[src/rtl/uart_pkg.sv]
// Shared UART definitions used by uart_tx and uart_rx.
//   UART_DATA_BITS    : payload bits per frame (8N1)
//   UART_CLKS_PER_BIT : default bit period minus one, in clock cycles
//   uart_rx_state_t   : receiver FSM state encoding
package uart_pkg;

    localparam int UART_DATA_BITS    = 8;
    localparam int UART_CLKS_PER_BIT = 120;

    typedef enum logic [2:0] {
        ST_WAIT_HIGH = 3'd0,
        ST_IDLE      = 3'd1,
        ST_START     = 3'd2,
        ST_DATA      = 3'd3,
        ST_STOP      = 3'd4
    } uart_rx_state_t;

endpackage

[src/rtl/uart_sync2.sv]
// Two-flop synchroniser for a single asynchronous input.
//   I_clk     : destination clock
//   I_reset   : synchronous reset, active-high; both flops load RESET_VAL
//   d         : asynchronous input
//   q         : synchronised output, two cycles behind d
module uart_sync2 #(
    parameter logic RESET_VAL = 1'b1
) (
    input  logic I_clk,
    input  logic I_reset,
    input  logic d,
    output logic q
);

    logic meta;

    always_ff @(posedge I_clk) begin
        if (I_reset) begin
            meta <= RESET_VAL;
            q    <= RESET_VAL;
        end else begin
            meta <= d;
            q    <= meta;
        end
    end

endmodule

[src/rtl/uart_rx.sv]
// UART receiver, 8N1, LSB first, fixed baud. One bit lasts CLKS_PER_BIT+1
// clocks; each bit is sampled at mid-bit and the byte is presented through a
// valid/ack register.
//   I_clk, I_reset : clock, synchronous active-high reset
//   I_rx           : asynchronous serial line, idle high
//   I_ack          : consumer took O_data (ignored while O_valid=0)
//   O_data         : last received byte, stable while O_valid=1
//   O_valid        : O_data holds an unconsumed byte
//   O_busy         : a frame is in progress
//   O_frame_err    : one-cycle pulse, stop bit sampled low
//   O_overrun      : sticky, a byte was overwritten before being acked
//
// Handshake: a byte is transferred in every cycle where O_valid=1 and
// I_ack=1; O_valid drops the next cycle unless a new byte lands in that same
// cycle, in which case O_valid stays high with the new byte.
module uart_rx
    import uart_pkg::*;
#(
    parameter int CLKS_PER_BIT = UART_CLKS_PER_BIT
) (
    input  logic                      I_clk,
    input  logic                      I_reset,
    input  logic                      I_rx,
    input  logic                      I_ack,
    output logic [UART_DATA_BITS-1:0] O_data,
    output logic                      O_valid,
    output logic                      O_busy,
    output logic                      O_frame_err,
    output logic                      O_overrun
);

    localparam int         HALF_BIT = (CLKS_PER_BIT + 1) / 2;
    localparam logic [7:0] HALF_HIT = 8'(HALF_BIT - 1);
    localparam logic [7:0] BIT_HIT  = 8'(CLKS_PER_BIT);

    uart_rx_state_t            state, state_nxt;
    logic [7:0]                cnt;
    logic [2:0]                bit_idx;
    logic                      bit_done;
    logic [UART_DATA_BITS-1:0] shift;
    logic [1:0]                sync_fill;
    logic                      rx_s;
    logic                      cnt_hit;
    logic                      shift_en;
    logic                      deliver;
    logic                      frame_bad;

    uart_sync2 #(.RESET_VAL(1'b1)) u_sync (
        .I_clk   (I_clk),
        .I_reset (I_reset),
        .d       (I_rx),
        .q       (rx_s)
    );

    // The synchroniser flops hold their reset value for two cycles after
    // reset, so a low line would look high for those cycles. WAIT_HIGH ignores
    // rx_s until the flops carry the real line, which keeps a frame cut by
    // reset from being mistaken for a fresh start bit.
    always_ff @(posedge I_clk) begin
        if (I_reset) sync_fill <= 2'b00;
        else         sync_fill <= {sync_fill[0], 1'b1};
    end

    // The start phase counts to the half-bit point; later phases count whole bits.
    assign cnt_hit  = (state == ST_START) ? (cnt == HALF_HIT) : (cnt == BIT_HIT);
    assign bit_done = (bit_idx == 3'(UART_DATA_BITS - 1));

    // FSM state register
    always_ff @(posedge I_clk) begin
        if (I_reset) state <= ST_WAIT_HIGH;
        else         state <= state_nxt;
    end

    // FSM next state
    always_comb begin
        state_nxt = state;
        case (state)
            ST_WAIT_HIGH: if (sync_fill[1] && rx_s) state_nxt = ST_IDLE;
            ST_IDLE:      if (!rx_s)                state_nxt = ST_START;
            ST_START:     if (cnt_hit)              state_nxt = rx_s ? ST_IDLE : ST_DATA;
            ST_DATA:      if (cnt_hit && bit_done)  state_nxt = ST_STOP;
            ST_STOP:      if (cnt_hit)              state_nxt = rx_s ? ST_IDLE : ST_WAIT_HIGH;
            default:                                state_nxt = ST_WAIT_HIGH;
        endcase
    end

    // FSM outputs
    always_comb begin
        O_busy    = (state != ST_IDLE) && (state != ST_WAIT_HIGH);
        shift_en  = (state == ST_DATA) && cnt_hit;
        deliver   = (state == ST_STOP) && cnt_hit && rx_s;
        frame_bad = (state == ST_STOP) && cnt_hit && !rx_s;
    end

    // Bit timing counters and shift register
    always_ff @(posedge I_clk) begin
        if (I_reset) begin
            cnt     <= '0;
            bit_idx <= '0;
            shift   <= '0;
        end else begin
            if (!O_busy || cnt_hit) cnt <= '0;
            else                    cnt <= cnt + 8'd1;

            if (state != ST_DATA)   bit_idx <= '0;
            else if (shift_en)      bit_idx <= bit_done ? 3'd0 : bit_idx + 3'd1;

            // LSB arrives first, so shifting right leaves bit 0 in shift[0].
            if (shift_en) shift <= {rx_s, shift[UART_DATA_BITS-1:1]};
        end
    end

    // Consumer-side registers
    always_ff @(posedge I_clk) begin
        if (I_reset) begin
            O_data      <= '0;
            O_valid     <= 1'b0;
            O_frame_err <= 1'b0;
            O_overrun   <= 1'b0;
        end else begin
            O_frame_err <= frame_bad;

            if (deliver) begin
                O_data  <= shift;
                O_valid <= 1'b1;
            end else if (O_valid && I_ack) begin
                O_valid <= 1'b0;
            end

            // Setting takes priority over the ack clear.
            if (deliver && O_valid && !I_ack) O_overrun <= 1'b1;
            else if (O_valid && I_ack)        O_overrun <= 1'b0;
        end
    end

endmodule
[config.mk]
export PLATFORM = sky130hd
export DESIGN_NAME = uart_rx
export DESIGN_NICKNAME = d
export VERILOG_FILES = /design/src/rtl/uart_pkg.sv /design/src/rtl/uart_sync2.sv /design/src/rtl/uart_rx.sv
export SDC_FILE = /design/constraint.sdc
export NUM_CORES = 1
export LEC_CHECK = 0
export BUFFER_PORTS_ARGS = -buffer_cell sky130_fd_sc_hd__buf_4
export CELL_PAD_IN_SITES_DETAIL_PLACEMENT = 1
export CELL_PAD_IN_SITES_GLOBAL_PLACEMENT = 2
export CORE_MARGIN = 2
export CORE_UTILIZATION = 41
export CTS_BUF_LIST = sky130_fd_sc_hd__clkbuf_2 sky130_fd_sc_hd__clkbuf_4 sky130_fd_sc_hd__clkbuf_8
export DETAILED_ROUTE_END_ITERATION = 6
export PLACE_DENSITY_LB_ADDON = 0.1
export SETUP_SLACK_MARGIN = 0.05
export SLEW_MARGIN = 20
export SYNTH_ARGS = -nofsm -noshare
export SYNTH_HDL_FRONTEND = slang
export SYNTH_HIERARCHICAL = 1
export SYNTH_SLANG_ARGS = --single-unit
[constraint.sdc]
create_clock -name I_clk -period 3.6 [get_ports I_clk]
set_input_delay 0 -clock I_clk [delete_from_list [all_inputs] [get_ports I_clk]]
set_output_delay 0 -clock I_clk [all_outputs]
set_load 0.01 [all_outputs]
# After elaboration in Yosys (flattened, before gate mapping)
# Index checks and enable logic that the tools add are counted.
[op_classes]
add_sub_neg = 2
eq_ne = 14
muxes = 14
reduce_logical = 21
[op_table]
columns = ["op", "count"]
rows = [
  ["two-way mux 3 bit", 6],
  ["one-hot mux 3 bit (5 select lines)", 1],
  ["logical AND 1 bit", 10],
  ["!= test 2 bit (second input constant)", 5],
  ["adder 8 x 1 -> 8 bit (second input constant)", 1],
  ["== test 8 x 6 -> 1 bit (second input constant)", 1],
  ["== test 8 x 7 -> 1 bit (second input constant)", 1],
  ["== test 3 x 2 -> 1 bit (second input constant)", 2],
  ["== test 3 bit (second input constant)", 2],
  ["two-way mux 1 bit", 6],
  ["AND reduction 5 bit", 1],
  ["nonzero test 2 bit", 2],
  ["OR reduction 2 bit", 2],
  ["adder 3 x 1 -> 3 bit (second input constant)", 1],
  ["== test 3 x 1 -> 1 bit (second input constant)", 1],
  ["logical NOT 1 bit", 3],
  ["logical NOT 3 bit", 1],
  ["!= test 3 x 1 -> 1 bit (second input constant)", 1],
  ["!= test 3 x 2 -> 1 bit (second input constant)", 1],
  ["nonzero test 3 bit", 1],
  ["two-way mux 2 bit", 1],
  ["logical OR 1 bit", 1],
]
[word_totals]
register_bits = 37
in_bits = 4
output_inout_bits = 12
wordCells = 63

# Logic depth before layout (Yosys ltp)
# Gate-level depths: netlist (run 1).
[logic_depth]
depth_word = 7
mapped_depth = 6
ltp_nobuf = 5

# By module
# Netlist (run 1), hierarchy kept.
[by_module_without_submodules]
columns = ["module", "instances", "cells_each", "area_per_inst_um2", "seq_area_each_um2"]
rows = [
  ["uart_rx", 1, 153, 1482.7, 700.7],
  ["uart_sync2", 1, 4, 52.6, 40.0],
]

# Least setup slack after synthesis (run 1)
# OpenSTA, ideal clock, no wires.
[synth_path]
kind = "reg-to-reg"
startpoint = "register cnt[6]"
endpoint = "register shift[0]"
setup_time_ns = 0.128
arrival_ns = 1.715
required_ns = 3.472
setup_slack_ns = 1.757
stages_incl_launch_ff = 5
path_buffers = 0
synth_period_minus_slack_ns = 1.843
path_cell_list = "dfxtp_1 -> or3b_4 -> a2111oi_4 -> mux2i_1 -> nor2_1"
[synth_between]
elab_chain_len = 3
elab_cells_between_ends = 4
cone_classes = "eq/ne: 2; mux: 1; reduce/logical: 1"
[synth_lines]
columns = ["element", "line", "rtl"]
rows = [
  ["start: declaration", "uart_rx.sv:37", "logic [7:0] cnt;"],
  ["start signal: assignment", "uart_rx.sv:103", "else cnt <= cnt + 8'd1;"],
  ["== test 8 x 7 -> 1 bit / == test 8 x 6 -> 1 bit (equally long branches)", "uart_rx.sv:65", "assign cnt_hit = (state == ST_START) ? (cnt == HALF_HIT) : (cnt == BIT_HIT);"],
  ["two-way mux 1 bit (*)", "uart_rx.sv:65", ""],
  ["logical AND 1 bit (*)", "uart_rx.sv:90", "shift_en = (state == ST_DATA) && cnt_hit;"],
  ["end signal: assignment", "uart_rx.sv:109", "if (shift_en) shift <= {rx_s, shift[UART_DATA_BITS-1:1]};"],
  ["end: declaration", "uart_rx.sv:40", "logic [UART_DATA_BITS-1:0] shift;"],
]
# Every way passes the cells marked *; elsewhere a longest branch is shown, timed or not.
# A chain may end at the register's enable or synchronous reset.

# Worst setup path after layout (run 1)
[layout_path]
startpoint = "register state[1]"
endpoint = "register O_data[0]"
[layout_between]
elab_chain_len = 4
elab_cells_between_ends = 5
cone_classes = "eq/ne: 2; mux: 1; reduce/logical: 2"
[layout_lines]
columns = ["element", "line", "rtl"]
rows = [
  ["start: declaration", "uart_rx.sv:36", "uart_rx_state_t state, state_nxt;"],
  ["start signal: assignment", "uart_rx.sv:71", "else state <= state_nxt;"],
  ["== test 3 x 2 -> 1 bit", "uart_rx.sv:65", ""],
  ["two-way mux 1 bit", "uart_rx.sv:65", ""],
  ["logical AND 1 bit (*) (2 in a row)", "uart_rx.sv:91", "deliver = (state == ST_STOP) && cnt_hit && rx_s;"],
  ["end signal: assignment", "uart_rx.sv:124", "O_data <= shift;"],
  ["end: declaration", "uart_rx.sv:25", "output logic [UART_DATA_BITS-1:0] O_data,"],
]
# Marked as above.

==> results of run 1 <==
per-stage QoR:
step	util (%)	power (mW)	setup slack (ps)	hold slack [ps]	instance area (sq um)
detailed placement	46.6	0.461	1250	185	1690
finish	49.7	0.750	1270	78.7	1810
floorplan	-	0.451	1760	97.1	1540
CTS	49.7	0.759	1250	71.4	1810
global route	49.7	0.789	1130	87.6	1810
global placement	46.6	0.459	1350	185	1690
cell families (layout without fill, tap and decap cells):
| kind of cell | Yosys count | after routing | share of synthesized area (%) |
|---|---|---|---|
| and+or+nand+nor | 61 | 61 | 20.1 |
| adders and majority gates | 3 | 3 | 2.45 |
| DFF | 37 | 37 | 48.2 |
| AOI/OAI and AO/OA | 16 | 16 | 8.88 |
| muxes | 20 | 20 | 13.0 |
| xor gates and xnor gates | 7 | 7 | 3.99 |
| buffers and inverters | 13 | 32 | 3.26 |
synthesized netlist by cell type, types with 2 or more instances:
| master | n |
|---|---|
| nor2b_1 | 2 |
| a21oi_1 | 3 |
| o21ai_0 | 2 |
| mux2i_1 | 20 |
| nor2_1 | 30 |
| or2_1 | 2 |
| nand3_1 | 5 |
| nand2_1 | 6 |
| clkbuf_1 | 6 |
| xor2_1 | 5 |
| xnor2_1 | 2 |
| nor4_1 | 3 |
| dfxtp_1 | 37 |
| and4_1 | 2 |
| inv_1 | 6 |
| nand2b_1 | 2 |
| ha_1 | 3 |
| nand3b_1 | 2 |
worst max-delay path, delay by kind of cell, from the launching register on:
kind / cells / cell delay, ps
AO/OA/AOI/OAI: 1 / 650
buffers and inverters: 1 / 290
flip-flops: 1 / 530
multiplexers: 1 / 210
AND/OR/NAND/NOR: 2 / 540
per-layer routing:
metal  global-route usage, %  vias up
met5                       0        -
met2                    25.9       16
met3                    5.14        5
li1                        -      579
met4                    7.03        0
met1                    22.4      553
where the power goes:
group	switching [mW]	internal [mW]	total [mW]
logic	0.0166	0.0139	0.0306
registers	0.00816	0.414	0.422
clock network	0.137	0.160	0.297
total	0.162	0.588	0.750
sequential cells by signal, summed over array words and instances, names as in the netlist:
name         cells
O_valid          1
O_frame_err      1
cnt              8
O_data           8
bit_idx          3
u_sync/q         1
shift            8
u_sync/meta      1
sync_fill        2
O_overrun        1
state            3
worst paths after layout:
| check | slack (ps) | to | from | cells after the start |
|---|---|---|---|---|
| setup / recovery | 1270 | O_data[0] | state[1] | 5 |
| hold / removal | 80 | shift[5] | I_reset | 2 |
| setup reg to reg | 1270 | O_data[0] | state[1] | 5 |
| hold reg to reg | 410 | u_sync/q | u_sync/meta | 1 |
final cells by class:
cell class                 count  area, sq um  area share (%)
multi-input combinational    107          751            41.6
sequential                    37          741            41.0
timing repair buffer          18          140            7.76
clock buffer                   8         91.3            5.06
tap                           48         60.1            3.33
inverter                       6         22.5            1.25
cell usage in the layout, fill, tap and decap left out, types with 3 or more instances in the layout:
cell       n
clkbuf_4   3
nor4_1     3
xor2_1     5
nand3_1    5
inv_1      6
buf_4     16
nand2_1    6
nor2_1    30
a21oi_1    3
clkbuf_8   5
mux2i_1   20
dfxtp_1   37
ha_1       3
==> metrics.yaml, run 1 <==
post_drt_wl_per_cell_microns: 13.9
yosys_warnings: 6
ys_types: 37
cts_max_level: 2
timing.final.setup_violations: 0
worstPathCellList: "or3b_1 -> a2111oi_2 -> buf_4 -> mux2i_1 -> nor2_1"
cap_viol_max_count: 0
fmax_ghz: 0.428
avgSynthCellArea_sq_um: 9.78
diodes: 0
instances_no_fill: 224
drtIter0Drc: 58
slew_headroom_pct: 48.6
clk_latency_ps: 280
ant_nets: 0
cts_resized: 0
async_reset_ff_share_pct: 0
path_class: "flip-flop to flip-flop"
ys_seq_area_share_pct: 48.2
crit_fanout: 12
cp-start-kind: "flip-flop"
die_w_microns: 65.2
finalHoldViolations: 0
start_util_pct: 42.3
grt_max_degree: 29
power_density_nw_per_um2: 416
grt_pass1_vias: 1181
routed_wl_microns: 3120
antenna_found_initial: 0
syn_area_sq_um: 1540
ioPinCount: 16
post_drt_via_cell_ratio: 5.15
grt_util_all_layers_pct: 17.0
synthTopCellsByArea: "dfxtp_1 48%, mux2i_1 13%, nor2_1 7.3%, xor2_1 2.9%, ha_1 2.4%"
cpMaxStageDelayCell: "a2111oi_2"
synth_seq_cells: 37
synth_top_cell_area_share_pct: 48.2
cts_max_path_buffers: 2
dieHeight_microns: 65.2
place.gp.congestion: 0.690
worstMarginPinSlew_ps: 770
synth_nets: 164
root_buffer: "clkbuf_8"
wl_met3_microns: 96
postCtsSetupRepairBufs: 0
maxUsedRoutingLayer: "met4"
slowest_delay_ps: 650
min_period_ps: 2330
fill_cells: 425
setup-tns-final_ps: 0
core_sq_um: 3630
rows: 22
yosysTopAreaCell: "dfxtp_1"
nets: 182
rsz0062_at_grt: "false"
cts_sinks: 37
synthCells: 157
dp_hpwl_microns: 2230
p_leak_nw: 0.671
cp_data_required_time_ps: 3770
grt_pass1_wl_microns: 5510
drive_gt1_share_pct: 15.9
min_path_type: "input pin to flip-flop"
cts_hold_buf: 2
irDropWorstVdd_v: 0.000228
dp_cells: 214
cts.clk_slew.worst_paths_ps: 70
globalRouteOverflowTotal: 0
drc: 0
numCtsBuffers: 5
cp.arrival_ps: 2500
numPortBuffers: 15
status: "completed"
wl_met1_microns: 1490
num_vias: 1153
clock-skew-final_ps: 2.04
fin_crit_sh_pct: 64.8
wl_met2_microns: 1490
synth-edff-count: 0
synthFlopType: "dfxtp_1"
die_area_sq_um: 4250
syn_to_final_growth_pct: 17.6
dr.pass1.iters: 4
endpoint_kind: "flip-flop"
slew_violations: 0
cts_tree: "yes"
Note: power is estimated with default switching activity, not from simulation.
==> run 2, diff against run 1 <==
CORE_UTILIZATION = 38   (was 41)
clock period = 2.4 ns   (was 3.6 ns; I/O delays follow)
==> run 2 against run 1 <==
Against the previous run:
- flip-flop and latch count is the same
- combinational power up 51%
- first-iteration DRC count decreased by 50%
- sequential share of layout area fell by 0.37 points
- utilization is 3.5 points lower
- clock-buffer cell count down 1
- cell count is 1.3% higher
- critical path type unchanged
- critical endpoint is now O_data[5]
- largest cell class unchanged
- highest routed layer unchanged
==> metrics.yaml, run 2 (synthesized netlist as in run 1, its figures left out) <==
dp_cells: 218
syn_to_final_growth_pct: 18.7
use_met3_pct: 5.17
grt_max_degree: 29
place.gp.congestion: 0.680
r2r_slack_ps: 410
ant_nets: 0
grt_util_all_layers_pct: 16.1
final_common_cell: "dfxtp_1"
cts_max_path_buffers: 2
fmax_ghz: 0.503
cts_resized: 0
globalRouteOverflowTotal: 0
grtUsageMet1_pct: 18.9
ioPinCount: 16
min_period_ps: 1990
cp.arrival_ps: 2160
p_int_mw: 0.881
fill_cells: 439
antenna_found_initial: 0
cp_data_required_time_ps: 2570
numPortBuffers: 15
cap_viol_max_count: 0
clock-skew-final_ps: 1.91
core_sq_um: 3940
irDropWorstVdd_v: 0.000320
multi_input_area_sq_um: 751
seqPwrFrac_pct: 56.2
hold-worst-slack_ps: 76.9
pwr-share-clk_pct: 39.7
power_mw: 1.13
register_area_sq_um: 741
cts_max_level: 2
setup_ws_ps: 413
grtUsageMet2_pct: 26.1
nets: 184
pre_cts_ws_ps: 398
cts_sinks: 37
root_buffer: "clkbuf_8"
routed_wl_microns: 3170
num_vias: 1162
p_leak_nw: 0.680
finalHoldViolations: 0
dieHeight_microns: 67.6
setup-tns-final_ps: 0
grt_pass1_wl_microns: 5360
rsz0062_at_grt: "false"
drive_gt1_share_pct: 16.4
drc: 0
dp_hpwl_microns: 2180
diodes: 0
die_w_microns: 67.6
hold_depth: 2
dr.pass1.iters: 4
cts_tree: "yes"
instances_no_fill: 227
post_drt_via_cell_ratio: 5.12
clk_latency_ps: 290
hp-start: "I_reset"
top_regs: "O_data (8), cnt (8), shift (8)"
rr_worst_depth: 5
postCtsSetupRepairBufs: 0
switching_share_pct: 21.9
timing.final.setup_violations: 0
crit_fanout: 12
grt_pass1_vias: 1174
layout_common_cells: "37 x dfxtp_1, 30 x nor2_1, 20 x mux2i_1, 18 x buf_4"
slew_headroom_pct: 74.3
r2r_start: "state[1]"
rr_endpoint: "O_data[5]"
start_util_pct: 38.9
fin_crit_sh_pct: 82.8
pwr-share-comb_pct: 4.1
die_area_sq_um: 4560
status: "completed"
drtIter0Drc: 29
power_density_nw_per_um2: 619
min_path_type: "input pin to flip-flop"
cts.clk_slew.worst_paths_ps: 70
endpoint_kind: "flip-flop"
numCtsBuffers: 5
rows: 23
busiest_layer: "met2"
post_drt_wl_per_cell_microns: 13.9
cp-start-kind: "flip-flop"
hold-path-endpoint: "O_data[4]"
p_sw_mw: 0.247
slew_violations: 0
path_class: "flip-flop to flip-flop"
worstMarginPinSlew_ps: 385
==> run 2: layout make-up <==
| type | instances | share of cell area, % |
|---|---|---|
| multi-input combinational | 107 | 41.2 |
| sequential | 37 | 40.7 |
| timing repair buffer | 20 | 8.52 |
| clock buffer | 7 | 4.95 |
| tap | 50 | 3.43 |
| inverter | 6 | 1.24 |
==> run 2: metal layers <==
metal,vias up,wire (microns)
met2,13,1470
met3,7,87
li1,583,-
met4,0,74
met5,-,0
met1,559,1530
==> run 2: through the flow <==
step	area (sq um)	utilization, %
5_1_grt	1820	46.2
3_5_place_dp	1710	43.4
2_1_floorplan	1540	-
6_report	1820	46.2
3_3_place_gp	1710	43.4
4_1_cts	1820	46.2
==> run 2: power groups by stage <==
stage	Combinational, mW	Clock, mW	Sequential [mW]
6_report	0.0462	0.448	0.634
5_1_grt	0.0522	0.494	0.635
3_3_place_gp	0.0425	0	0.646
2_1_floorplan	0.0391	0	0.638
3_5_place_dp	0.0437	0	0.648
4_1_cts	0.0467	0.467	0.633
==> run 2: worst max-delay path: stages (launching register included) <==
cell and delay (ps):
dfxtp_1 520, or3b_1 490, a2111oi_2 330, buf_4 260
mux2i_1 200, nor2_1 60
==> run 2: what timing repair did <==
item / in CTS / in global routing
hold buffers: 2 / 0
setup endpoints to repair: 0 / 0
hold endpoints to repair: 2 / 0
==> run 2: worst max-delay path by stage <==
stage,endpoint,slack [ps],depth (start not counted),startpoint
floorplan,shift[0],560,4,cnt[6]
global placement,O_data[0],460,5,state[1]
detailed placement,O_data[4],400,5,state[1]
CTS,O_data[4],390,5,state[1]
global route,O_data[7],240,5,state[1]
finish,O_data[5],410,5,state[1]
